## config.mk

```make
export PLATFORM = sky130hd
export DESIGN_NAME = sample_sequencer
export DESIGN_NICKNAME = d
export VERILOG_FILES = /design/src/rtl/sample_seq_pkg.sv /design/src/rtl/sample_box_walker.sv /design/src/rtl/sample_sequencer.sv
export SDC_FILE = /design/constraint.sdc
export NUM_CORES = 1
export LEC_CHECK = 0
export CAP_MARGIN = 20
export CORE_AREA = 3 3 281 283
export CTS_BUF_LIST = sky130_fd_sc_hd__clkbuf_8
export DETAILED_ROUTE_END_ITERATION = 7
export DIE_AREA = 0 0 284 286
export PLACE_DENSITY = 0.56
export SLEW_MARGIN = 20
export SYNTH_ARGS = -nofsm -noshare
export SYNTH_HDL_FRONTEND = slang
export SYNTH_HIERARCHICAL = 1
export SYNTH_SLANG_ARGS = --single-unit
export TNS_END_PERCENT = 50
```

## constraint.sdc

```tcl
create_clock -name clk -period 10.6 [get_ports clk]
set_input_delay 2.12 -clock clk [delete_from_list [all_inputs] [get_ports clk]]
set_output_delay 2.12 -clock clk [all_outputs]
set_load 0.01 [all_outputs]
```

## src/rtl/sample_seq_pkg.sv

```systemverilog
// rtl/sample_seq_pkg.sv - shared sizes, FSM states and subsample step decode for the sample sequencer
package sample_seq_pkg;
  localparam int SIGFIG = 24;
  localparam int RADIX  = 10;
  localparam int VERTS  = 3;
  localparam int AXIS   = 3;
  localparam int COLORS = 3;

  localparam logic [SIGFIG-1:0] ONE = SIGFIG'(1) << RADIX;

  typedef enum logic {WAIT, TEST} state_t;

  // Any pattern that is not exactly one-hot falls back to whole-pixel pitch.
  function automatic logic signed [SIGFIG-1:0] decode_step(input logic [3:0] sub);
    case (sub)
      4'b0100: decode_step = ONE >> 1;
      4'b0010: decode_step = ONE >> 2;
      4'b0001: decode_step = ONE >> 3;
      default: decode_step = ONE;
    endcase
  endfunction
endpackage

```

## src/rtl/sample_box_walker.sv

```systemverilog
// rtl/sample_box_walker.sv - raster-order sample walk over a latched bounding box
module sample_box_walker
  import sample_seq_pkg::*;
(
  input  logic                     clk,
  input  logic                     rst,
  input  logic                     load,
  input  logic                     advance,
  input  logic signed [SIGFIG-1:0] ll_x,
  input  logic signed [SIGFIG-1:0] ll_y,
  input  logic signed [SIGFIG-1:0] ur_x,
  input  logic signed [SIGFIG-1:0] ur_y,
  input  logic signed [SIGFIG-1:0] step,
  output logic signed [SIGFIG-1:0] sample_x,
  output logic signed [SIGFIG-1:0] sample_y,
  output logic                     last
);
  logic signed [SIGFIG-1:0] box_llx, box_urx, box_ury, step_q;
  logic signed [SIGFIG:0]   nx, ny;
  logic                     x_ok, y_ok;

  // One extra bit keeps the stepped coordinate from wrapping past the box edge.
  always_comb begin
    nx   = (SIGFIG+1)'(sample_x) + (SIGFIG+1)'(step_q);
    ny   = (SIGFIG+1)'(sample_y) + (SIGFIG+1)'(step_q);
    x_ok = nx <= (SIGFIG+1)'(box_urx);
    y_ok = ny <= (SIGFIG+1)'(box_ury);
    last = !x_ok && !y_ok;
  end

  always_ff @(posedge clk) begin
    if (rst) begin
      box_llx  <= '0;
      box_urx  <= '0;
      box_ury  <= '0;
      step_q   <= '0;
      sample_x <= '0;
      sample_y <= '0;
    end else if (load) begin
      box_llx  <= ll_x;
      box_urx  <= ur_x;
      box_ury  <= ur_y;
      step_q   <= step;
      sample_x <= ll_x;
      sample_y <= ll_y;
    end else if (advance && !last) begin
      if (x_ok) begin
        sample_x <= nx[SIGFIG-1:0];
      end else begin
        sample_x <= box_llx;
        sample_y <= ny[SIGFIG-1:0];
      end
    end
  end
endmodule

```

## src/rtl/sample_sequencer.sv

```systemverilog
// rtl/sample_sequencer.sv - accepts a triangle and bbox, streams one sample per cycle to sample test
module sample_sequencer
  import sample_seq_pkg::*;
(
  input  logic                     clk,
  input  logic                     rst,
  input  logic signed [SIGFIG-1:0] tri_R14S [VERTS-1:0][AXIS-1:0],
  input  logic        [SIGFIG-1:0] color_R14U [COLORS-1:0],
  input  logic signed [SIGFIG-1:0] box_R14S [1:0][1:0],
  input  logic                     validTri_R14H,
  input  logic [3:0]               subSample_RnnnnU,
  output logic                     halt_RnnnnL,
  output logic signed [SIGFIG-1:0] tri_R16S [VERTS-1:0][AXIS-1:0],
  output logic        [SIGFIG-1:0] color_R16U [COLORS-1:0],
  output logic signed [SIGFIG-1:0] sample_R16S [1:0],
  output logic                     validSamp_R16H
);
  state_t state, state_nxt;
  logic   last, box_ok, accept, load;

  // Halt opens during the final sample so the next triangle follows with no bubble.
  always_comb begin
    halt_RnnnnL    = (state == WAIT) || (state == TEST && last);
    validSamp_R16H = (state == TEST);
    box_ok         = (box_R14S[0][0] <= box_R14S[1][0]) && (box_R14S[0][1] <= box_R14S[1][1]);
    accept         = validTri_R14H && halt_RnnnnL;
    load           = accept && box_ok;
    state_nxt      = state;
    if (load) begin
      state_nxt = TEST;
    end else if (state == TEST && last) begin
      state_nxt = WAIT;
    end
  end

  always_ff @(posedge clk) begin
    if (rst) begin
      state      <= WAIT;
      tri_R16S   <= '{default: '0};
      color_R16U <= '{default: '0};
    end else begin
      state <= state_nxt;
      if (load) begin
        tri_R16S   <= tri_R14S;
        color_R16U <= color_R14U;
      end
    end
  end

  sample_box_walker u_walker (
    .clk      (clk),
    .rst      (rst),
    .load     (load),
    .advance  (state == TEST),
    .ll_x     (box_R14S[0][0]),
    .ll_y     (box_R14S[0][1]),
    .ur_x     (box_R14S[1][0]),
    .ur_y     (box_R14S[1][1]),
    .step     (decode_step(subSample_RnnnnU)),
    .sample_x (sample_R16S[0]),
    .sample_y (sample_R16S[1]),
    .last     (last)
  );
endmodule

```

# Word level (Yosys, flattened, before mapping)
# Cells that the tools add are included.
# word_totals
reg_bits	420
inputBits	391
output_inout_bits	338
# op_classes
n_addsub	2
muxes	9
n_eq_ne	4
order_cmp	4
bitwise_logic	1
reduce_logical	13
# ops
cell	n
2-to-1 mux 24 bit	6
adder 24 x 12 -> 25 bit	2
less-or-equal comparator 25 x 24 -> 1 bit	2
less-or-equal comparator 24 bit	2
case mux 11 bit (3 select lines)	1
logical AND 1 bit	6
equality test 4 x 1 -> 1 bit, second input constant	1
equality test 4 x 2 -> 1 bit, second input constant	1
equality test 4 x 3 -> 1 bit, second input constant	1
nonzero test 2 bit	2
logical NOT 1 bit	3
2-to-1 mux 1 bit	2
!= test 2 bit, second input constant	1
AND reduction 2 bit	1
logical OR 1 bit	1
NOT 1 bit	1

# Depth between registers and ports, before layout
# Gate-level depths: netlist of the first run.
# logic_depth
word_depth	10
mapped_depth	32

# By module
# Netlist of the first run, hierarchy kept.
# modules_own_cells
module	n_inst	area_each_um2	seq_area_each_um2	cells_per_inst
sample_sequencer	1	14128.6	5785.5	1431
sample_box_walker	1	9461.6	2882.8	1139

# Worst setup path before layout of the first run
# OpenSTA, ideal clock, no wires.
# synth_path
path_kind	reg2reg
start	reg u_walker.sample_y[0]
end	reg u_walker.step_q[10]
setup_slack_ns	3.928
required_time_ns	10.472
stages_incl_launch_ff	29
path_buffers	4
arrival_ns	6.544
path_cell_list	dfxtp_1 -> ha_1 -> fa_1 -> a211oi_1 -> nor2_1 -> o22ai_4 -> o31ai_2 -> a311o_1 -> and4b_1 -> a311o_1 -> ha_1 -> nand4_1 -> nor4_1 -> nor3b_1 -> a21boi_0 -> o31ai_1 -> nor2_1 -> nand2b_1 -> nand2_1 -> a2111oi_0 -> a41oi_1 -> a211o_1 -> clkinv_2 -> buf_4 -> clkbuf_1 -> clkbuf_1 -> buf_1 -> mux2i_1 -> nor2_1
# synth_via
elab_chain_len	8
# synth_lines
element	line	rtl
start, declared	sample_box_walker.sv:15	output logic signed [SIGFIG-1:0] sample_y,
start signal, assigned	sample_box_walker.sv:45	sample_y <= ll_y;
start signal, assigned	sample_box_walker.sv:51	sample_y <= ny[SIGFIG-1:0];
adder 24 x 12 -> 25 bit	sample_box_walker.sv:25	ny = (SIGFIG+1)'(sample_y) + (SIGFIG+1)'(step_q);
less-or-equal comparator 25 x 24 -> 1 bit	sample_box_walker.sv:27	y_ok = ny <= (SIGFIG+1)'(box_ury);
logical NOT 1 bit	sample_box_walker.sv:28	last = !x_ok && !y_ok;
logical AND 1 bit	sample_box_walker.sv:28	
via last	sample_sequencer.sv:19	logic last, box_ok, accept, load;
logical AND 1 bit	sample_sequencer.sv:23	halt_RnnnnL = (state == WAIT) || (state == TEST && last);
logical OR 1 bit	sample_sequencer.sv:23	
via halt_RnnnnL	sample_sequencer.sv:12	output logic halt_RnnnnL,
logical AND 1 bit	sample_sequencer.sv:26	accept = validTri_R14H && halt_RnnnnL;
logical AND 1 bit	sample_sequencer.sv:27	load = accept && box_ok;
via load	sample_sequencer.sv:19	
end signal, assigned	sample_box_walker.sv:43	step_q <= step;
end, declared	sample_box_walker.sv:18	logic signed [SIGFIG-1:0] box_llx, box_urx, box_ury, step_q;
# The timed path passes the listed nets, and every way through them passes these cells.
# A chain may end at the register's enable or synchronous reset.

# Worst setup path in the final report of the first run
# layout_path
start	reg u_walker.step_q[0]
end	out halt_RnnnnL
# layout_via
elab_chain_len	6
elab_cells_between_ends	9
cone_classes	add/sub (2); order compare (2); reduce/logical (5)
# layout_lines
element	line
adder 24 x 12 -> 25 bit, on equally long branches	sample_box_walker.sv:24, sample_box_walker.sv:25
less-or-equal comparator 25 x 24 -> 1 bit, on equally long branches	sample_box_walker.sv:26, sample_box_walker.sv:27
logical NOT 1 bit	sample_box_walker.sv:28
logical AND 1 bit *	sample_box_walker.sv:28
via last	sample_sequencer.sv:19
logical AND 1 bit *	sample_sequencer.sv:23
logical OR 1 bit *	sample_sequencer.sv:23
end, declared	sample_sequencer.sv:12
# The timed path passes the listed nets; every way through them passes the cells marked *.

==> results of run 1 <==
-- power by group --
part | switching [mW] | total (mW) | internal (mW) | leakage (nW)
registers | 0.171 | 2.01 | 1.84 | 3.53
clock network | 0.752 | 1.64 | 0.883 | 0.922
logic | 1.23 | 2.35 | 1.11 | 8.35
-- cells by family after synthesis --
logic type | count (synthesis) | share of synthesized area (%)
fa+ha+maj | 148 | 7.91
buf+inv | 262 | 5.14
other cells | 1 | 0.0159
flops | 433 | 36.7
xor+xnor | 32 | 1.19
simple gates | 980 | 23.0
mux | 395 | 16.8
compound gates | 319 | 9.24
-- state kept, by name (all words and copies together) (netlist names) --
name / flops
u_walker/box_ury: 24
u_walker/step_q: 24
color_R16U: 72
tri_R16S: 216
u_walker/box_urx: 24
u_walker/sample_x: 24
u_walker/box_llx: 24
u_walker/sample_y: 24
validSamp_R16H: 1
-- metal layers --
layer / global-route usage, % / share of wire, %
met5: 0 / 0.23
met4: 6.24 / 2.3
met3: 6.58 / 7.7
met2: 37.5 / 51
met1: 23.1 / 39
-- path summary, 6_finish.rpt --
kind	startpoint	end	slack, ns	cells after the start
hold reg to reg	u_walker/box_llx[3]$_SDFFE_PP0P_	u_walker/box_llx[3]$_SDFFE_PP0P_	0.47	2
setup / recovery	u_walker/step_q[0]$_SDFFE_PP0P_	halt_RnnnnL	2.58	19
hold / removal	u_walker/box_llx[3]$_SDFFE_PP0P_	u_walker/box_llx[3]$_SDFFE_PP0P_	0.47	2
setup reg to reg	u_walker/step_q[0]$_SDFFE_PP0P_	color_R16U[20]$_SDFFE_PP0P_	2.85	26
-- area by class of cell --
type | count | area share (%)
inverters | 115 | 1.35
clock inverters | 38 | 0.673
well taps | 1040 | 3.91
repair buffers | 740 | 22.4
diodes | 11 | 0.0827
flip-flops and latches | 433 | 26.0
multi-input cells | 1894 | 41.4
clock buffers | 101 | 4.18
-- cells in the final DEF (no fill, tap or decap), types with 45 or more instances in the layout --
cell type        synthesis  routed
clkdlybuf4s50_1          0     727
nand2b_1               581     581
dfxtp_1                433     433
mux2i_1                391     391
nor2_1                 163     163
ha_1                   146     146
inv_1                  113     140
nand2_1                114     114
clkbuf_8                 0     101
a21oi_1                 89      89
o21ai_0                 45      45
-- Yosys cell counts, types with 4 or more instances --
master / count
nor2_1: 163
a221oi_1: 6
and3_1: 8
o2bb2ai_1: 4
o211ai_1: 7
nor4b_1: 4
a21oi_1: 89
o21ai_0: 45
inv_1: 113
a21boi_0: 5
nand4_1: 17
nand2b_1: 581
buf_1: 12
a211oi_1: 24
o31ai_1: 4
nor3_1: 16
or3_1: 5
nor2b_1: 12
and2_1: 16
buf_6: 24
a31oi_1: 4
buf_2: 11
nor4_1: 4
a311oi_1: 12
a21o_1: 29
mux2i_1: 391
dfxtp_1: 433
xor2_1: 5
buf_4: 9
nand2_1: 114
o21bai_1: 8
a211o_1: 4
o21a_1: 11
nand3_1: 29
a221o_1: 8
mux2_2: 4
ha_1: 146
xnor2_1: 27
clkbuf_1: 91
o22ai_1: 15
-- stage by stage --
| step | instances | setup WS, ns |
|---|---|---|
| 2_1_floorplan | 2589 | 3.93 |
| 3_3_place_gp | 4220 | 3.22 |
| 3_5_place_dp | 4220 | 2.97 |
| 4_1_cts | 4359 | 2.52 |
| 5_1_grt | 4365 | 2.13 |
| 6_report | 4372 | 2.58 |
-- worst max-delay path: cells and delay by family (launching register included) --
kind / cells / cell delay (ns)
adder cells (fa/ha/maj): 3 / 1.00
buffers and inverters: 2 / 0.83
flip-flops: 1 / 0.33
AND/OR/NAND/NOR: 7 / 1.36
AO/OA/AOI/OAI: 7 / 1.72
==> flow_metrics.tcl, run 1 <==
set metrics [dict create \
    grt_max_degree 298 \
    drive_gt1_share_pct 4.34 \
    synth_ff_type "dfxtp_1" \
    rows 102 \
    ys_seq_area_share_pct 36.7 \
    synth.area.top_cells "dfxtp_1, mux2i_1, nand2b_1" \
    holdWs_ns 0.466 \
    setup_tns_ns 0 \
    via_per_inst 4.75 \
    clockBufferDepth 3 \
    cellPowerDensity_nw_per_um2 180 \
    area_growth_pct 41.1 \
    grt_usage_pct 20.7 \
    drc_errors 0 \
    port_buffers 728 \
    ys_async_sr_fraction_pct 0 \
    fin_area_um2 33300 \
    path_cells "ha_1 -> fa_1 -> a211oi_1 -> nor2_1 -> o22ai_4 -> o31ai_2 -> a311o_1 -> and4b_1 -> a311o_1 -> ha_1 -> nand4_1 -> nor4_1 -> nor3b_1 -> a21boi_0 -> o31ai_1 -> buf_4 -> nor2_1 -> nand2b_1 -> clkdlybuf4s50_1" \
    finalPower_mw 5.99 \
    status "finished, final reports clean" \
    ff_latch_area_um2 8670 \
    skew_ns 0.0409 \
    max-cap-violations 0 \
    io_pins 729 \
    die_h_um 286 \
    yosysTopAreaCellShare_pct 36.7 \
    hold_buffers 0 \
    antenna_found_initial 23 \
    syn_area_um2 23600 \
    tritoncts "done" \
    critPathRequiredTime_ns 8.48 \
    yosys_register_bits 433 \
    core_area_um2 77000 \
    fin_util_pct 43.2 \
    worst-path-max-fanout 5 \
    post-route-min-period_ns 8.02 \
    slew_headroom_pct 23.4 \
    cpPeakStageDelay_ns 0.66 \
    cts_buffers 82 \
    ir_worst_vdd_mv 0.174 \
    avgSynthCellArea_um2 9.18 \
    leakagePower_nw 12.8 \
    grt_pass1_wl_mm 129 \
    wire_per_inst_um 20.3 \
    ctsRootBufferMaster "clkbuf_8" \
    rsz0062_at_grt "false" \
    die-area_um2 81200 \
    fin_nets 3805 \
    critPathLaunchType "flop" \
    nFillCells 7538 \
    place_congestion 0.934 \
    multi_input_area_um2 13800 \
    slew_violations 0 \
    fmax_mhz 125 \
    clk_pin_slew_ns 0.05 \
    cp-end-kind "output port" \
    period_share_pct 75.7 \
    critical_path_arrival_ns 5.90 \
    synth-edff-count 0 \
    wirelength_mm 88.9 \
    crit_slowest_cell "clkdlybuf4s50_1" \
    yosysWarnings 6 \
    critPathKind "reg2out" \
    clk_latency_ns 0.67 \
    dr_total_vias 20752 \
    cts_setup_buffers 0 \
    synthDistinctLibCells 81 \
    drtAntennaViolNets 0 \
    cts_resized 0 \
    initial_core_util_pct 30.7 \
    grt_pass1_vias 20950 \
    drtIter0Drc 1194 \
    drt_pass1_iterations 5 \
    worst_pin_slew_ns 1.13 \
    hold_class "reg2reg" \
    final_hold_viol_count 0 \
    dpl_cell_area_um2 31600 \
    cts_max_level 3 \
    die_x_um 284 \
    setup_viol 0 \
    place_hpwl_mm 68.5 \
    cts.sinks 433 \
    synth_cells 2570 \
    grt_overflow_total 0 \
    synth_largest_area_cell "dfxtp_1" \
]
Power figures use the tool's default switching activity.
==> run 2: changes to the inputs <==
Settings changed: PLACE_DENSITY 0.56 to 0.59.
Clock period 10.6 ns to 6.57 ns, I/O delays scaled along.
==> flow_metrics.tcl, run 2 (synthesis results as in run 1) <==
set metrics [dict create \
    grt_pass1_vias 19903 \
    grt_usage_pct 20.7 \
    regMostFlops "tri_R16S" \
    area_growth_pct 44.6 \
    io_pins 729 \
    slew_headroom_pct 30.6 \
    holdWs_ns 0.463 \
    critPathKind "reg2out" \
    grt_pass1_wl_mm 128 \
    drt_pass1_iterations 4 \
    place_ws_ns 0.0151 \
    core_area_um2 77000 \
    largest_reg_flops 216 \
    cts_max_level 3 \
    initial_core_util_pct 30.7 \
    leakagePower_nw 13.2 \
    port_buffers 728 \
    antenna_found_initial 32 \
    clockPowerShare_pct 28.5 \
    critPathRequiredTime_ns 5.26 \
    clk_latency_ns 0.67 \
    final_hold_viol_count 0 \
    hold_buffers 0 \
    final_common_cell "clkdlybuf4s50_1" \
    via_per_inst 4.63 \
    max-cap-violations 0 \
    period_share_pct 96.1 \
    dr_total_vias 20541 \
    drive_gt1_share_pct 6.44 \
    wirelength_mm 89.3 \
    cts_buffers 86 \
    fin_nets 3858 \
    top_regs "tri_R16S: 216 flops, color_R16U: 72 flops" \
    fmax_mhz 158 \
    cellPowerDensity_nw_per_um2 296 \
    setup_viol 0 \
    place_hpwl_mm 69.5 \
    dr_wl_met3_mm 7.34 \
    clockBufferDepth 3 \
    critPathLaunchType "flop" \
    cp-end-kind "output port" \
    worst_pin_slew_ns 1.03 \
    skew_ns 0.0390 \
    grt_max_degree 254 \
    rows 102 \
    power_frac_comb_pct 39.6 \
    slew_violations 0 \
    worst-path-max-fanout 3 \
    drt-met1-wl_mm 34.8 \
    post-route-min-period_ns 6.31 \
    pwr-share-seq_pct 31.9 \
    critical_path_arrival_ns 5.00 \
    ir_worst_vdd_mv 0.283 \
    clk_pin_slew_ns 0.06 \
    cts.sinks 433 \
    ff2ff_setup_slack_ns 0.37 \
    top_layer "met5" \
    wl_met2_mm 45.4 \
    final_cell_mix "clkdlybuf4s50_1, nand2b_1, dfxtp_1" \
    p_int_mw 6.50 \
    drc_errors 0 \
    power.switching_mw 3.59 \
    drtAntennaViolNets 0 \
    drtIter0Drc 1091 \
    die_h_um 286 \
    worst_slack_ns 0.257 \
    wire_per_inst_um 20.1 \
    ctsRootBufferMaster "clkbuf_8" \
    setup_tns_ns 0 \
    tritoncts "done" \
    die-area_um2 81200 \
    switching_share_pct 35.6 \
    die_x_um 284 \
    hold_class "reg2reg" \
    status "finished, final reports clean" \
    place_congestion 0.881 \
    grt_overflow_total 0 \
]
[run 2: final cells by class]
class / count / area [um^2]
Timing Repair Buffer: 789 / 7950
Fill cell: 7566 / 42800
Clock inverter: 47 / 320
Clock buffer: 109 / 1500
Tap cell: 1040 / 1300
Sequential cell: 433 / 8670
Inverter: 115 / 448
Antenna cell: 11 / 27.5
Multi-Input combinational cell: 1894 / 13900
[run 2: worst paths after layout]
check	end	depth (start not counted)	from
max	halt_RnnnnL	19	u_walker/sample_y[0]$_SDFFE_PP0P_
max reg2reg	u_walker/sample_x[22]$_SDFFE_PP0P_	26	u_walker/sample_y[0]$_SDFFE_PP0P_
min reg2reg	u_walker/box_llx[7]$_SDFFE_PP0P_	2	u_walker/box_llx[7]$_SDFFE_PP0P_
min	u_walker/box_llx[7]$_SDFFE_PP0P_	2	u_walker/box_llx[7]$_SDFFE_PP0P_
[run 2: critical path: stages (launching register included)]
cell	delay [ns]
dfxtp_1	0.31
ha_1	0.24
fa_2	0.36
a211oi_2	0.21
nor2_2	0.10
o22ai_4	0.15
o31ai_2	0.12
a311o_1	0.37
and4b_1	0.20
a311o_1	0.37
ha_1	0.31
nand4_1	0.14
nor4_4	0.34
nor3b_4	0.29
a21boi_4	0.24
o31ai_4	0.10
nor2_1	0.09
nand2b_1	0.12
buf_4	0.14
clkbuf_2	0.14
[run 2: metrics by stage]
stage | area [um^2] | utilization, % | total power [mW] | instances
floorplan | 23700 | - | 5.52 | 2589
global placement | 32100 | 41.7 | 7.15 | 4268
detailed placement | 32100 | 41.7 | 7.14 | 4268
CTS | 34000 | 44.1 | 10.1 | 4424
global route | 34100 | 44.3 | 10.7 | 4428
finish | 34100 | 44.3 | 10.1 | 4438
[run 2: what timing repair did]
action | 4_1_cts | 5_1_grt
setup buffers | 0 | 2
cloned | 0 | 1
pin swaps | 1 | 3
gates resized for setup | 8 | 18
endpoints found under the setup margin | 5 | 124
[run 2: power groups by stage]
stage / combinational [mW] / clock [mW] / sequential (mW)
CTS: 3.91 / 2.99 / 3.22
global placement: 3.88 / 0 / 3.27
floorplan: 2.19 / 0 / 3.33
global route: 4.31 / 3.12 / 3.25
finish: 3.99 / 2.88 / 3.22
detailed placement: 3.88 / 0 / 3.27
[run 2: per-layer routing]
layer	track usage [%]	up-vias
li1	-	10266
met4	4.99	38
met3	7.75	117
met2	37.1	562
met1	23.3	9558
met5	0	-
==> run 3: changes to the inputs <==
Settings changed: MAX_ROUTING_LAYER set to met4.
==> flow_metrics.tcl, run 3 (synthesis results as in run 1) <==
set metrics [dict create \
    die_x_um 284 \
    place_hpwl_mm 69.5 \
    hold_buffers 0 \
    ff_latch_area_um2 8670 \
    largest_reg_flops 216 \
    port_buffers 728 \
    grt_pass1_wl_mm 128 \
    core_area_um2 77000 \
    regMostFlops "tri_R16S" \
    cts_buffers 85 \
    via_per_inst 4.63 \
    setup_viol 0 \
    rsz0062_at_grt "false" \
    skew_ns 0.0431 \
    drive_gt1_share_pct 6.22 \
    wire_per_inst_um 20.1 \
    fmax_mhz 159 \
    area_growth_pct 44.3 \
    dr_total_vias 20560 \
    grt_usage_pct 21.5 \
    nFillCells 7618 \
    wirelength_mm 89.4 \
    slew_violations 0 \
    critPathLaunchType "flop" \
    slew_headroom_pct 30.4 \
    die-area_um2 81200 \
    ir_worst_vdd_mv 0.255 \
    tritoncts "done" \
    drtIter0Drc 1113 \
    grt_pass1_vias 20051 \
    die_h_um 286 \
    critical_path_arrival_ns 4.97 \
    drt_pass1_iterations 5 \
    clk_latency_ns 0.69 \
    status "finished, final reports clean" \
    cp-end-kind "output port" \
    clockBufferDepth 3 \
    critPathRequiredTime_ns 5.26 \
    grt_max_degree 262 \
    drtAntennaViolNets 0 \
    stdcell_count 4445 \
    worst-path-max-fanout 5 \
    place_congestion 0.911 \
    post-route-min-period_ns 6.29 \
    initial_core_util_pct 30.7 \
    io_pins 729 \
    final_hold_viol_count 0 \
    max-cap-violations 0 \
    drc_errors 0 \
    multi_input_area_um2 13900 \
    cts_max_level 3 \
    hold_class "reg2reg" \
    ctsRootBufferMaster "clkbuf_8" \
    leakagePower_nw 13.2 \
    rows 102 \
    place_inst 4260 \
    final_common_cell "clkdlybuf4s50_1" \
    antenna_found_initial 31 \
    cellPowerDensity_nw_per_um2 295 \
    period_share_pct 95.7 \
    fin_nets 3850 \
    grt_overflow_total 0 \
    critPathKind "reg2out" \
    finalPower_mw 10.0 \
    worst_pin_slew_ns 1.04 \
    top_regs "tri_R16S: 216 flops, color_R16U: 72 flops" \
    cts.sinks 433 \
    clk_pin_slew_ns 0.06 \
    final_cell_mix "clkdlybuf4s50_1, nand2b_1, dfxtp_1" \
]
==> run 3: cell count changes in the layout (fill, tap and decap cells not counted), moves of 2 or more <==
cell     delta
buf_12      -6
buf_16      +2
buf_4       -5
inv_1       -5
diode_2    +19
==> run 3: path summary, 6_finish.rpt <==
kind	slack (ns)	endpoint	startpoint	cells after the start
setup reg to reg	0.36	u_walker/sample_x[22]$_SDFFE_PP0P_	u_walker/sample_x[7]$_SDFFE_PP0P_	26
hold reg to reg	0.46	u_walker/box_llx[3]$_SDFFE_PP0P_	u_walker/box_llx[3]$_SDFFE_PP0P_	2
setup / recovery	0.28	halt_RnnnnL	u_walker/sample_x[7]$_SDFFE_PP0P_	19
hold / removal	0.46	u_walker/box_llx[3]$_SDFFE_PP0P_	u_walker/box_llx[3]$_SDFFE_PP0P_	2
==> run 3: cell type report <==
class                      count  share of cell area (%)
clock inverter                43                   0.890
sequential                   433                    25.5
clock buffer                 108                    4.37
multi-input combinational   1894                    40.7
tap                         1040                    3.82
inverter                     115                    1.32
timing repair buffer         782                    23.2
antenna                       30                   0.221
==> run 3: metrics by stage <==
stage	util [%]	instance area (um^2)	setup slack, ns	TNS (ns)	hold slack [ns]
after floorplan	-	23700	-0.0950	-5.41	0.441
final	44.2	34000	0.282	0	0.464
after global placement	41.6	32000	0.134	0	0.447
after CTS	44.0	33800	0.0665	0	0.464
after detailed placement	41.6	32000	-0.0569	-2.20	0.455
after global routing	44.2	34000	0.000791	0	0.478
==> run 3: worst max-delay path, cell delays in order (launching register included) <==
cell	delay, ns
dfxtp_1	0.50
ha_1	0.36
a21oi_1	0.17
o21ai_0	0.18
buf_4	0.21
a32oi_1	0.14
a21bo_2	0.28
a221oi_2	0.33
a21boi_0	0.15
a21oi_1	0.28
ha_1	0.20
nand2_1	0.11
nor4_2	0.28
nand3_1	0.15
o211a_1	0.27
a21o_1	0.20
nor2_1	0.09
nand2b_1	0.12
buf_4	0.14
clkbuf_2	0.14
==> run 3: what timing repair did <==
item | in CTS | in global routing
pin swaps | 1 | 6
endpoints found under the setup margin | 222 | 302
gates resized for setup | 8 | 18
cloned | 0 | 2
buffers inserted | 0 | 2
==> run 3: power by group <==
group | leakage (nW) | switching (mW) | internal [mW]
Combinational | 8.62 | 2.05 | 1.89
Sequential | 3.53 | 0.250 | 2.97
Clock | 1.03 | 1.28 | 1.60
==> run 3: per-layer routing <==
layer  global-route usage, %  routed length (um)  up-vias
li1                        -                   -    10274
met1                    23.6               35200     9560
met2                    36.8               44700      605
met3                    7.56                7470      121
met4                    6.10                1990        0
met5                       -                   0        -
==> patch (flow settings as in run 2) <==
Set the package constant `COLORS` to 6 (it was 3).
--- a/src/rtl/sample_seq_pkg.sv
+++ b/src/rtl/sample_seq_pkg.sv
@@ -5,5 +5,5 @@
   localparam int VERTS  = 3;
   localparam int AXIS   = 3;
-  localparam int COLORS = 3;
+  localparam int COLORS = 6;
 
   localparam logic [SIGFIG-1:0] ONE = SIGFIG'(1) << RADIX;
Ports: changed (resized color_R14U and color_R16U); port bits go from 729 to 873. The function was not compared with the original's and may differ.
==> patch against run 2 <==
Non-clock buffer count up 117; wire length up 21%; design area up 12%; sequential power up 8.1%; sequential cell count up 72; setup slack better by 0.054 ns; power down 5.6%; largest cell class unchanged; synthesized area up 13%.
==> patch: results (changes against run 2) <==
outcome - completed
complex-gate fraction of the synthesized area - 8.09% (-1.2 points)
met3 Use GR - 10.1% (+2.4 points)
dpl ws - 0.0826 ns (+0.0675 ns)
Seq/Total Area, Yosys - 37.8% (+1.0 points)
met1 wire length - 42,500 µm (+22%)
Routability Congestion - 0.912 (+3.5%)
wire length on met2 - 52,100 µm (+15%)
Clk network pwr share - 32.1% (+3.6 points)
drt first pass iters - 5 (+1)
largest cells by area after synthesis - dfxtp_1 38%, mux2i_1 17%, nand2b_1 17%
Peak VDD IR - 0.234 mV (-17%)
Slew HR - 35.4% (+4.8 points)
Reg power frac - 36.5% (+4.6 points)
met2 Use GR - 43.0% (+5.9 points)
Clk power - 3.06 mW (+6%)
vias in the first global route - 22,000 (+10%)
Clock Latency Late Sink - 0.69 ns (+0.02 ns)
crit-path max FO - 4 (+1)
Inserted Clock Buffers - 96 (+12%)
adder-cell share of the synthesized area - 6.98% (-0.93 points)
IO Port Bufs - 872 (+20%)
slowest CP cell - fa_2
largest net degree at the start of global routing - 268 (+5.5%)
met1 Use GR - 28.7% (+5.5 points)
routed wl met3 - 10000 µm (+36%)
Tot GR Track Use - 25.1% (+4.3 points)
[patch: cell types whose count changed after synthesis, sizes merged, moves of 2 or more]
| cell | delta |
|---|---|
| mux2i | +72 |
| nand2 | +5 |
| nand4 | -2 |
| nand2b | +144 |
| dfxtp | +72 |
| clkbuf | +16 |
| a221oi | +2 |
| buf | +9 |
[patch: worst paths after layout]
kind	from	to	slack, ns	cells after the start
max	u_walker/sample_y[0]$_SDFFE_PP0P_	halt_RnnnnL	0.31	18
min	u_walker/box_llx[7]$_SDFFE_PP0P_	u_walker/box_llx[7]$_SDFFE_PP0P_	0.46	2
max reg2reg	u_walker/sample_y[0]$_SDFFE_PP0P_	u_walker/sample_x[17]$_SDFFE_PP0P_	0.44	27
min reg2reg	u_walker/box_llx[7]$_SDFFE_PP0P_	u_walker/box_llx[7]$_SDFFE_PP0P_	0.46	2
[patch: stage by stage]
stage / area (µm²) / hold slack [ns] / instances / util, %
2_1_floorplan: 26800 / 0.441 / 2900 / -
3_3_place_gp: 36300 / 0.452 / 4672 / 47.2
3_5_place_dp: 36300 / 0.456 / 4672 / 47.2
4_1_cts: 38200 / 0.465 / 4841 / 49.7
5_1_grt: 38300 / 0.478 / 4849 / 49.8
6_report: 38300 / 0.464 / 4864 / 49.8
[patch: layout make-up]
cell class	count	area (µm²)
inverter	113	429
clock buffer	119	1640
tap	1040	1300
timing repair buffer	906	9100
clock inverter	50	245
multi-input combinational	2110	15500
antenna	21	52.6
fill	7388	38600
sequential	505	10100
[patch: what timing repair did]
item / 4_1_cts / 5_1_grt
resized for setup: 6 / 11
setup buffers: 0 / 2
setup endpoints to repair: 1 / 17
pin swaps: 1 / 4
[patch: tightest hold or removal path: stages (launching register included)]
cell and delay [ns]:
dfxtp_1 0.30, nand2_1 0.06, a21oi_1 0.06
